===== src/rtl/serial_add_sub_ctrl_pkg.sv =====
// Shared types and constants for the nibble-serial adder/subtractor.
package serial_add_sub_ctrl_pkg;

  typedef enum logic [1:0] {
    IDLE = 2'd0,
    RUN  = 2'd1,
    DONE = 2'd2
  } state_t;

  localparam logic MODE_ADD = 1'b0;
  localparam logic MODE_SUB = 1'b1;

  localparam int DEFAULT_WIDTH = 16;
  localparam int DEFAULT_SLICE = 4;

endpackage


===== src/rtl/serial_add_sub_ctrl_nibble_slice.sv =====
// SLICE-bit ripple adder shared across every step of a serial operation.
// Combinational, zero latency, no flow control.
module nibble_slice #(
  parameter int SLICE = serial_add_sub_ctrl_pkg::DEFAULT_SLICE
) (
  input  logic [SLICE-1:0] a,
  input  logic [SLICE-1:0] b,
  input  logic             cin,
  output logic [SLICE-1:0] sum,
  output logic             cout
);

  always_comb begin
    {cout, sum} = {1'b0, a} + {1'b0, b} + {{SLICE{1'b0}}, cin};
  end

endmodule


===== src/rtl/serial_add_sub_ctrl.sv =====
// Nibble-serial add/sub: one shared SLICE-bit adder walked over WIDTH/SLICE steps.
// Result valid WIDTH/SLICE cycles after accept; holds in DONE while out_ready is low.
module serial_add_sub_ctrl
  import serial_add_sub_ctrl_pkg::*;
#(
  parameter int WIDTH = DEFAULT_WIDTH,
  parameter int SLICE = DEFAULT_SLICE
) (
  input  logic             clk,
  input  logic             rst_n,
  input  logic             in_valid,
  output logic             in_ready,
  input  logic [WIDTH-1:0] a,
  input  logic [WIDTH-1:0] b,
  input  logic             mode,
  output logic             out_valid,
  input  logic             out_ready,
  output logic [WIDTH-1:0] sum,
  output logic             carry_out,
  output logic             overflow
);

  localparam int STEPS = WIDTH / SLICE;
  localparam int CW    = (STEPS > 1) ? $clog2(STEPS) : 1;
  localparam logic [CW-1:0] LAST_IDX = CW'(STEPS - 1);

  state_t           state_q;
  logic [WIDTH-1:0] a_q, b_q, sum_q;
  logic             carry_q, carry_out_q, overflow_q;
  logic             in_ready_q, out_valid_q;
  logic [CW-1:0]    idx_q;

  logic [SLICE-1:0] slice_a, slice_b, slice_sum;
  logic             slice_cout;

  assign slice_a = a_q[idx_q*SLICE +: SLICE];
  assign slice_b = b_q[idx_q*SLICE +: SLICE];

  nibble_slice #(.SLICE(SLICE)) u_slice (
    .a    (slice_a),
    .b    (slice_b),
    .cin  (carry_q),
    .sum  (slice_sum),
    .cout (slice_cout)
  );

  always_ff @(posedge clk) begin
    if (!rst_n) begin
      state_q     <= IDLE;
      a_q         <= '0;
      b_q         <= '0;
      sum_q       <= '0;
      carry_q     <= 1'b0;
      carry_out_q <= 1'b0;
      overflow_q  <= 1'b0;
      idx_q       <= '0;
      in_ready_q  <= 1'b1;
      out_valid_q <= 1'b0;
    end else begin
      case (state_q)
        IDLE: begin
          if (in_valid && in_ready_q) begin
            // Subtract is a + ~b + 1: invert b once here, seed carry with mode.
            a_q        <= a;
            b_q        <= b ^ {WIDTH{mode}};
            carry_q    <= mode;
            idx_q      <= '0;
            sum_q      <= '0;
            in_ready_q <= 1'b0;
            state_q    <= RUN;
          end
        end
        RUN: begin
          sum_q[idx_q*SLICE +: SLICE] <= slice_sum;
          carry_q <= slice_cout;
          idx_q   <= idx_q + 1'b1;
          if (idx_q == LAST_IDX) begin
            carry_out_q <= slice_cout;
            overflow_q  <= (a_q[WIDTH-1] == b_q[WIDTH-1]) &&
                           (slice_sum[SLICE-1] != a_q[WIDTH-1]);
            out_valid_q <= 1'b1;
            state_q     <= DONE;
          end
        end
        DONE: begin
          if (out_ready) begin
            out_valid_q <= 1'b0;
            in_ready_q  <= 1'b1;
            state_q     <= IDLE;
          end
        end
        default: begin
          out_valid_q <= 1'b0;
          in_ready_q  <= 1'b1;
          state_q     <= IDLE;
        end
      endcase
    end
  end

  assign in_ready  = in_ready_q;
  assign out_valid = out_valid_q;
  assign sum       = sum_q;
  assign carry_out = carry_out_q;
  assign overflow  = overflow_q;

endmodule


===== config.mk =====
export PLATFORM = sky130hd
export DESIGN_NAME = serial_add_sub_ctrl
export DESIGN_NICKNAME = d
export VERILOG_FILES = /design/src/rtl/serial_add_sub_ctrl_pkg.sv /design/src/rtl/serial_add_sub_ctrl_nibble_slice.sv /design/src/rtl/serial_add_sub_ctrl.sv
export SDC_FILE = /design/constraint.sdc
export NUM_CORES = 1
export LEC_CHECK = 0
export ABC_AREA = 1
export BUFFER_PORTS_ARGS = -buffer_cell sky130_fd_sc_hd__buf_2
export CORE_MARGIN = 4
export CORE_UTILIZATION = 49
export CTS_CLUSTER_SIZE = 40
export DETAILED_ROUTE_END_ITERATION = 8
export MAX_ROUTING_LAYER = met4
export PLACE_DENSITY = 0.75
export SYNTH_ARGS = -nofsm -noshare
export SYNTH_HDL_FRONTEND = slang
export SYNTH_HIERARCHICAL = 1
export SYNTH_SLANG_ARGS = --single-unit

===== constraint.sdc =====
create_clock -name clk -period 2.4 [get_ports clk]
set_input_delay 0.12 -clock clk [delete_from_list [all_inputs] [get_ports clk]]
set_output_delay 0.12 -clock clk [all_outputs]
set_load 0.005 [all_outputs]

Yosys cells after proc, flatten, opt, wreduce, memory -nomap -nowiden
Index checks and enable logic that the tools add are counted.
Cells by class
  reductions and logical operators: 10
  multiplexer cells: 17
  shift operators: 4
  $add $sub $neg: 4
  bitwise gates (word level): 3
  equal/unequal tests: 8
Operators with widths (count)
  4-bit negation with 34-bit output: 1
  4-bit by 34-bit variable shift with 16-bit output (first input constant): 1
  4-bit by 34-bit variable part select with 16-bit output: 1
  16-bit case mux with 2 select lines: 1
  16-bit by 5-bit variable part select with 4-bit output: 2
  16-bit bitwise mux: 1
  16-bit two-way mux: 1
  16-bit XOR: 1
  3-bit AND reduction: 3
  2-bit two-way mux: 4
  2-bit inequality test (second input constant): 3
  1-bit case mux with 3 select lines: 2
  2-bit case mux with 3 select lines: 1
  2-bit AND reduction: 3
  4-bit by 4-bit adder with 5-bit output: 1
  5-bit by 1-bit adder with 5-bit output: 1
  1-bit two-way mux: 5
  2-bit equality test (second input constant): 2
  2-bit case mux with 2 select lines: 1
  2-bit by 1-bit adder with 2-bit output (second input constant): 1
  2-bit by 1-bit equality test with 1-bit output (second input constant): 1
  1-bit logical AND: 2
  2-bit zero test: 1
  1-bit inverter: 2
  other kinds (4): 4
Storage, ports and cells
  bits in registers: 57
  word-level logic and storage cells: 56

Logic depth before layout (Yosys ltp)
Gate-level depths: netlist of run 1.
  word-level depth: 6
  mapped depth: 14
  mapped depth without buffers: 12

By module
Netlist of run 1, hierarchy kept.
By module, submodules not included
  serial_add_sub_ctrl: cells each 377, times used 1, area an instance 2682.6 sq um
  nibble_slice: cells each 25, times used 1, area an instance 165.2 sq um

Worst setup path before layout of run 1
Ideal clock, no wire load.
  kind: register -> register
  start: reg idx_q[0]
  end: reg sum_q[13], in the netlist sum[13]
  data required time: 2.334 ns
  path slack: -0.049 ns
  arrival: 2.383 ns
  period minus slack after synthesis: 2.449 ns
  stages on the path, launching flop included: 14
  path through: dfxtp_1 buf_2 inv_1 clkbuf_1 o21ai_0 o22ai_1 fa_1 inv_1 fa_1 inv_1 nand2_1 nor2_1 nand4_1 a21oi_2
Between the ends
  cells in the longest elaborated chain, start to end: 6
RTL lines
  start, declared: line serial_add_sub_ctrl.sv:31  | logic [CW-1:0] idx_q;
  start signal, assigned: line serial_add_sub_ctrl.sv:76  | idx_q <= idx_q + 1'b1;
  16-bit by 5-bit variable part select with 4-bit output: line serial_add_sub_ctrl.sv:36  | assign slice_a = a_q[idx_q*SLICE +: SLICE];
  net slice_a[0]: line serial_add_sub_ctrl.sv:33  | logic [SLICE-1:0] slice_a, slice_b, slice_sum;
  4-bit by 4-bit adder with 5-bit output: line serial_add_sub_ctrl_nibble_slice.sv:14  | {cout, sum} = {1'b0, a} + {1'b0, b} + {{SLICE{1'b0}}, cin};
  5-bit by 1-bit adder with 5-bit output: line serial_add_sub_ctrl_nibble_slice.sv:14
  net slice_sum[1]: line serial_add_sub_ctrl.sv:33
  4-bit by 34-bit variable part select with 16-bit output: line serial_add_sub_ctrl.sv:74  | sum_q[idx_q*SLICE +: SLICE] <= slice_sum;
  16-bit bitwise mux: line serial_add_sub_ctrl.sv:74
  16-bit case mux with 2 select lines: line serial_add_sub_ctrl.sv:60  | case (state_q)
  end signal, assigned by index: line serial_add_sub_ctrl.sv:74
  end, declared: line serial_add_sub_ctrl.sv:28  | logic [WIDTH-1:0] a_q, b_q, sum_q;
The timed path passes the listed nets, and every way through them passes these cells.
A chain may end at the register's enable or synchronous reset.

Worst setup path after layout of run 1
  start: reg idx_q[0]
  end: reg sum_q[6], in the netlist sum[6]
Same word-level chain as after synthesis.

==> results.py, run 1 <==
metrics = {
    "outcome": {
        "status": "finished clean",
    },
    "cells_and_area": {
        "final_cell_mix": "nand2_1 (82), nor2_1 (75), dfxtp_1 (57)",
        "layout.nets": 504,
        "drive_above_1_share_pct": 19.21,
        "utilization_pct": 60.02,
        "antennaDiodeCount": 0,
        "stdcell_area_sq_um": 3346,
        "area_growth_pct": 17.49,
        "layout_commonest_cell": "nand2_1",
    },
    "clock_tree": {
        "insertion_delay_ns": 0.34,
        "cts_buffer_depth": 2,
        "cts_made_buffers": 9,
        "tritoncts": "done",
        "root_buffer": "clkbuf_8",
        "holdBufCountCts": 0,
        "clock_sinks": 57,
        "path_clk_slew_ns": 0.06,
        "cts-htree-levels": 3,
    },
    "yosys": {
        "yosysUniqueCellTypes": 26,
        "yosysWarnings": 6,
        "synth_area_leaders": "dfxtp_1 (40%), nand2_1 (11%), nor2_1 (9.9%)",
        "synth_seq_cells": 57,
        "synth_fp_nets": 450,
        "syn_area_per_cell_sq_um": 7.084,
        "ys.flop_type": "dfxtp_1",
        "synthArstFlopShare_pct": 0,
        "synth_top_area_share_pct": 40.07,
        "synth_area_sq_um": 2848,
        "ys_seq_area_share_pct": 40.07,
        "syn_inst": 402,
        "synth_edf_count": 0,
        "yosysTopAreaCell": "dfxtp_1",
    },
    "power": {
        "clkPwrFrac_pct": 33.1,
        "cellPowerDensity_nw_per_um2": 707.2,
        "switchingPower_mw": 0.7024,
        "max-vdd-ir-drop_v": 0.0004124,
        "pwr-share-seq_pct": 44.9,
        "swShare_pct": 29.69,
        "comb_power_share_pct": 22.0,
        "internal_power_mw": 1.664,
        "p_leak_nw": 1.536,
    },
    "route": {
        "drt_iter0_drc": 111,
        "drt-vias-per-instance": 5.057,
        "final_antenna_net_count": 0,
        "remaining_drc_errors": 0,
        "wirelength_um": 6444,
        "vias": 2680,
        "wl_per_cell_um": 12.16,
        "first_pass_iters": 4,
    },
    "timing": {
        "hold_violations": 0,
        "slew_viol_final": 0,
        "slew_headroom_pct": 23.03,
        "setup_viol_count_final": 0,
        "fmaxAchievable_ghz": 0.4514,
        "fin_worst_skew_ns": 0.004166,
        "worst_slew_pin_slew_ns": 1.153,
        "period_minus_slack_ns": 2.215,
        "finalCritPeriodShare_pct": 92.31,
        "setup_ws_ns": 0.1845,
    },
    "grt": {
        "grt_util_met1_pct": 22.67,
        "antenna_found_initial": 0,
        "use_met3_pct": 6.673,
        "gr-total-overflow": 0,
        "grt_busiest_layer": "met2",
        "grt_pass1_wl_um": 11010,
        "grt_pass1_vias": 2511,
        "grt_max_degree": 49,
        "track_usage_pct": 19.51,
        "grtUsageMet2_pct": 32.35,
    },
    "critical_path": {
        "cp.arrival_ns": 2.47,
        "reg2reg_slack_ns": 0.18,
        "crit_required_ns": 2.66,
        "timing_worst_setup_path_type": "reg2reg",
        "path_max_fanout": 12,
        "end_kind": "flip-flop",
        "critPathLaunchType": "flip-flop",
    },
    "worst_hold_path": {
        "hold_class": "in2reg",
    },
    "die": {
        "die-area_sq_um": 7096,
        "die_w_um": 84.24,
        "std_cell_rows": 27,
        "die_h_um": 84.24,
        "start_util_pct": 51.09,
        "pin_count": 57,
        "core_area_sq_um": 5574,
    },
    "placed_design": {
        "hpwlAfterDp_um": 4684,
        "placed_cell_area_sq_um": 3151,
        "place_congestion": 0.8366,
        "place_ws_ns": 0.1234,
        "io_buffers": 56,
    },
    "run": {
        "drv_cap": 0,
    },
}
==> power by group through the flow <==
stage / sequential, mW / combinational [mW] / clock (mW)
2_1_floorplan: 1.07 / 0.389 / 0
3_3_place_gp: 1.08 / 0.485 / 0
3_5_place_dp: 1.08 / 0.501 / 0
4_1_cts: 1.06 / 0.503 / 0.801
5_1_grt: 1.07 / 0.603 / 0.846
6_report: 1.06 / 0.521 / 0.783
==> cell usage after synthesis, types with 3 or more instances <==
cell type  instances
nand2_1           82
nor2_1            75
dfxtp_1           57
a21oi_1           37
o21ai_0           34
inv_1             29
nand3_1           20
xor2_1            17
ha_1               9
clkbuf_1           8
o22ai_1            8
buf_2              6
buf_6              3
==> sequential cells by signal, indices dropped and copies added (netlist names) <==
signal     count
a_q           16
b_q           16
carry_out      1
carry_q        1
idx_q          2
in_ready       1
out_valid      1
overflow       1
state_q        2
sum           16
==> worst paths after layout <==
path | end | depth (start not counted) | start
worst max-delay path | sum[6] | 11 | idx_q[0]
worst min-delay path | a_q[15] | 3 | a[15]
worst max register to register | sum[6] | 11 | idx_q[0]
worst min register to register | b_q[5] | 2 | b_q[5]
==> final cells by class <==
type / count / area, sq um
fill: 554 / 2228
multi-input combinational: 295 / 1500
sequential: 57 / 1141
timing repair buffer: 63 / 332.8
clock buffer: 13 / 168.9
inverter: 30 / 112.6
tap: 72 / 90.09
==> per-stage QoR <==
step           setup TNS, ns  hold WS [ns]  instances  power [mW]
6_report                   0       0.03432        530       2.366
5_1_grt             -0.01226       0.03947        530       2.520
4_1_cts                    0       0.02508        529       2.367
3_5_place_dp               0        0.3825        516       1.584
3_3_place_gp               0        0.3683        516       1.567
2_1_floorplan              0        0.2557        402       1.459
==> worst max-delay path, cell delays in order, from the launching register on <==
cell	delay [ns]
dfxtp_1	0.36
buf_4	0.19
o21ai_1	0.07
o22ai_1	0.24
fa_2	0.26
inv_1	0.05
fa_2	0.38
xnor2_2	0.17
nand2_1	0.09
nor2_1	0.12
nand2_1	0.07
a21oi_1	0.13
==> layer usage <==
layer,part of all wire (%),up-vias
met5,0,-
met4,0.92,0
met3,5.0,8
met2,49,55
met1,45,1218
li1,-,1399
==> cells by family after synthesis <==
logic type / after synthesis / share of synthesized area (%)
AO/OA/AOI/OAI: 81 / 14.81
flip-flops: 57 / 40.07
XOR/XNOR: 19 / 5.844
AND/OR/NAND/NOR: 184 / 26.01
buffers and inverters: 50 / 7.908
adder cells (fa/ha/maj): 11 / 5.360
==> repair_timing <==
| action | CTS | global route |
|---|---|---|
| resized for setup | 0 | 9 |
| buffers inserted | 0 | 1 |
| endpoints found under the setup margin | 0 | 9 |
| endpoints found under the hold margin | 0 | 0 |
(Power assumes the default switching activity.)
==> inputs of run 2 (changes only) <==
--- a/config.mk
+++ b/config.mk
@@ -9,6 +9,7 @@
 export BUFFER_PORTS_ARGS = -buffer_cell sky130_fd_sc_hd__buf_2
 export CORE_MARGIN = 4
 export CORE_UTILIZATION = 49
+export CTS_BUF_LIST = sky130_fd_sc_hd__clkbuf_16
 export CTS_CLUSTER_SIZE = 40
 export DETAILED_ROUTE_END_ITERATION = 8
 export MAX_ROUTING_LAYER = met4
==> run 2 against run 1 <==
Core utilization grew 1.4 points. Final cell count is the same. Routed wire length grew 1.9%. Maximum frequency shrank 0.88%. Critical path depth is the same. Clock power grew 33%. Cell area grew 2.4%. Flip-flop and latch count is the same. Critical path type unchanged. Largest cell class unchanged. Largest power group unchanged.
==> results.py, run 2 (synthesis gave the netlist of run 1 again) <==
metrics = {
    "clock_tree": {
        "path_clk_slew_ns": 0.05,
        "cts_buffer_depth": 2,
        "root_buffer": "clkbuf_16",
        "cts-htree-levels": 3,
        "cts_made_buffers": 9,
        "holdBufCountCts": 0,
        "tritoncts": "done",
        "clock_sinks": 57,
        "insertion_delay_ns": 0.32,
    },
    "grt": {
        "grt_pass1_vias": 2593,
        "grt_pass1_wl_um": 11360,
        "grt_max_degree": 49,
        "grtUsageMet2_pct": 33.50,
        "track_usage_pct": 20.12,
        "grt_util_met1_pct": 23.10,
        "grt_busiest_layer": "met2",
        "gr-total-overflow": 0,
        "use_met3_pct": 5.986,
        "antenna_found_initial": 0,
    },
    "critical_path": {
        "r2r_start": "idx_q[0]",
        "crit_path_top_delay_cell": "fa_2",
        "r2r_cells": 11,
        "reg2reg_slack_ns": 0.16,
        "cp.arrival_ns": 2.49,
        "path_max_fanout": 12,
        "cpPeakStageDelay_ns": 0.43,
        "crit_required_ns": 2.66,
        "end_kind": "flip-flop",
        "path_buf_inv": 3,
        "worstPathCellList": "buf_6 > o21ai_0 > o22ai_1 > fa_2 > inv_1 > fa_2 > inv_1 > nand2_1 > nor2_1 > nand4_1 > a21oi_2",
        "r2r-end": "sum[13]",
        "critPathLaunchType": "flip-flop",
        "path_delay_family": "adder cells",
        "timing_worst_setup_path_type": "reg2reg",
    },
    "placed_design": {
        "place_congestion": 0.8366,
        "io_buffers": 56,
        "place_ws_ns": 0.1234,
        "dp.cells": 516,
        "hpwlAfterDp_um": 4684,
    },
    "timing": {
        "finalCritPeriodShare_pct": 93.13,
        "hold_violations": 0,
        "slew_viol_final": 0,
        "fin_worst_skew_ns": 0.003218,
        "period_minus_slack_ns": 2.235,
        "setup_ws_ns": 0.1649,
        "tns_ns": 0,
        "fmaxAchievable_ghz": 0.4474,
        "slew_headroom_pct": 21.65,
        "rsz0062_at_grt": "false",
        "setup_viol_count_final": 0,
        "worst_slew_pin_slew_ns": 1.174,
    },
    "power": {
        "max-vdd-ir-drop_v": 0.0005249,
        "p_leak_nw": 1.570,
        "cellPowerDensity_nw_per_um2": 768.3,
    },
    "worst_hold_path": {
        "whs_path_depth": 3,
        "worstHoldEndpoint": "a_q[15]",
        "hold_class": "in2reg",
        "hp-start": "a[15]",
    },
    "cells_and_area": {
        "final_cell_mix": "nand2_1 (81), nor2_1 (74), dfxtp_1 (57)",
        "antennaDiodeCount": 0,
        "area_growth_pct": 20.30,
        "layout.nets": 504,
        "finalNonFillerCells": 530,
        "utilization_pct": 61.46,
        "fill_cells": 527,
        "drive_above_1_share_pct": 19.00,
        "layout_commonest_cell": "nand2_1",
    },
    "die": {
        "die_w_um": 84.24,
        "start_util_pct": 51.09,
        "std_cell_rows": 27,
        "core_area_sq_um": 5574,
        "die_h_um": 84.24,
        "pin_count": 57,
        "die-area_sq_um": 7096,
    },
    "route": {
        "wirelength_um": 6569,
        "wl_per_cell_um": 12.39,
        "vias": 2684,
        "final_antenna_net_count": 0,
        "drt-vias-per-instance": 5.064,
        "first_pass_iters": 4,
        "drt_iter0_drc": 129,
        "remaining_drc_errors": 0,
    },
    "outcome": {
        "status": "finished clean",
    },
    "run": {
        "drv_cap": 0,
    },
}
[run 2: how the worst max path moves through the flow]
stage             start       to  cells after the start
2_1_floorplan  idx_q[0]  sum[13]                     13
3_3_place_gp   idx_q[0]  sum[13]                     11
3_5_place_dp   idx_q[0]  sum[13]                     11
4_1_cts        idx_q[0]  carry_q                     11
5_1_grt        idx_q[1]  carry_q                     11
6_report       idx_q[0]  sum[13]                     11
[run 2: cell type report]
class	instances	area, sq um	share of cell area, %
inverters	30	112.6	3.287
clock inverters	4	15.01	0.4383
clock buffers	9	225.2	6.574
well taps	72	90.09	2.630
flip-flops and latches	57	1141	33.31
multi-input cells	295	1505	43.94
repair buffers	63	336.6	9.825
[run 2: what timing repair did]
item                       in CTS  in global routing
setup buffers                   0                  1
resized for setup               0                 11
setup endpoints to repair       0                  9
[run 2: metal layers]
| metal | vias to the layer above | wire length, um |
|---|---|---|
| met3 | 10 | 409 |
| met2 | 76 | 3168 |
| met4 | 0 | 115 |
| met1 | 1203 | 2875 |
| met5 | - | 0 |
| li1 | 1395 | - |
[run 2: stage by stage]
stage / power (mW) / cell area [sq um] / hold WS (ns)
global route: 2.786 / 3426 / 0.06955
detailed placement: 1.584 / 3151 / 0.3825
global placement: 1.567 / 3151 / 0.3683
CTS: 2.626 / 3391 / 0.05213
finish: 2.632 / 3426 / 0.05502
floorplan: 1.459 / 2855 / 0.2557
[run 2: where the power goes]
group	internal (mW)	switching, mW	total [mW]
logic	0.206	0.320	0.526
clock network	0.661	0.380	1.04
registers	1.02	0.0449	1.07
total	1.89	0.745	2.63
[run 2: tightest hold or removal path, stage by stage]
cell     delay [ns]
buf_2          0.07
o21ai_0        0.07
nor2_1         0.08
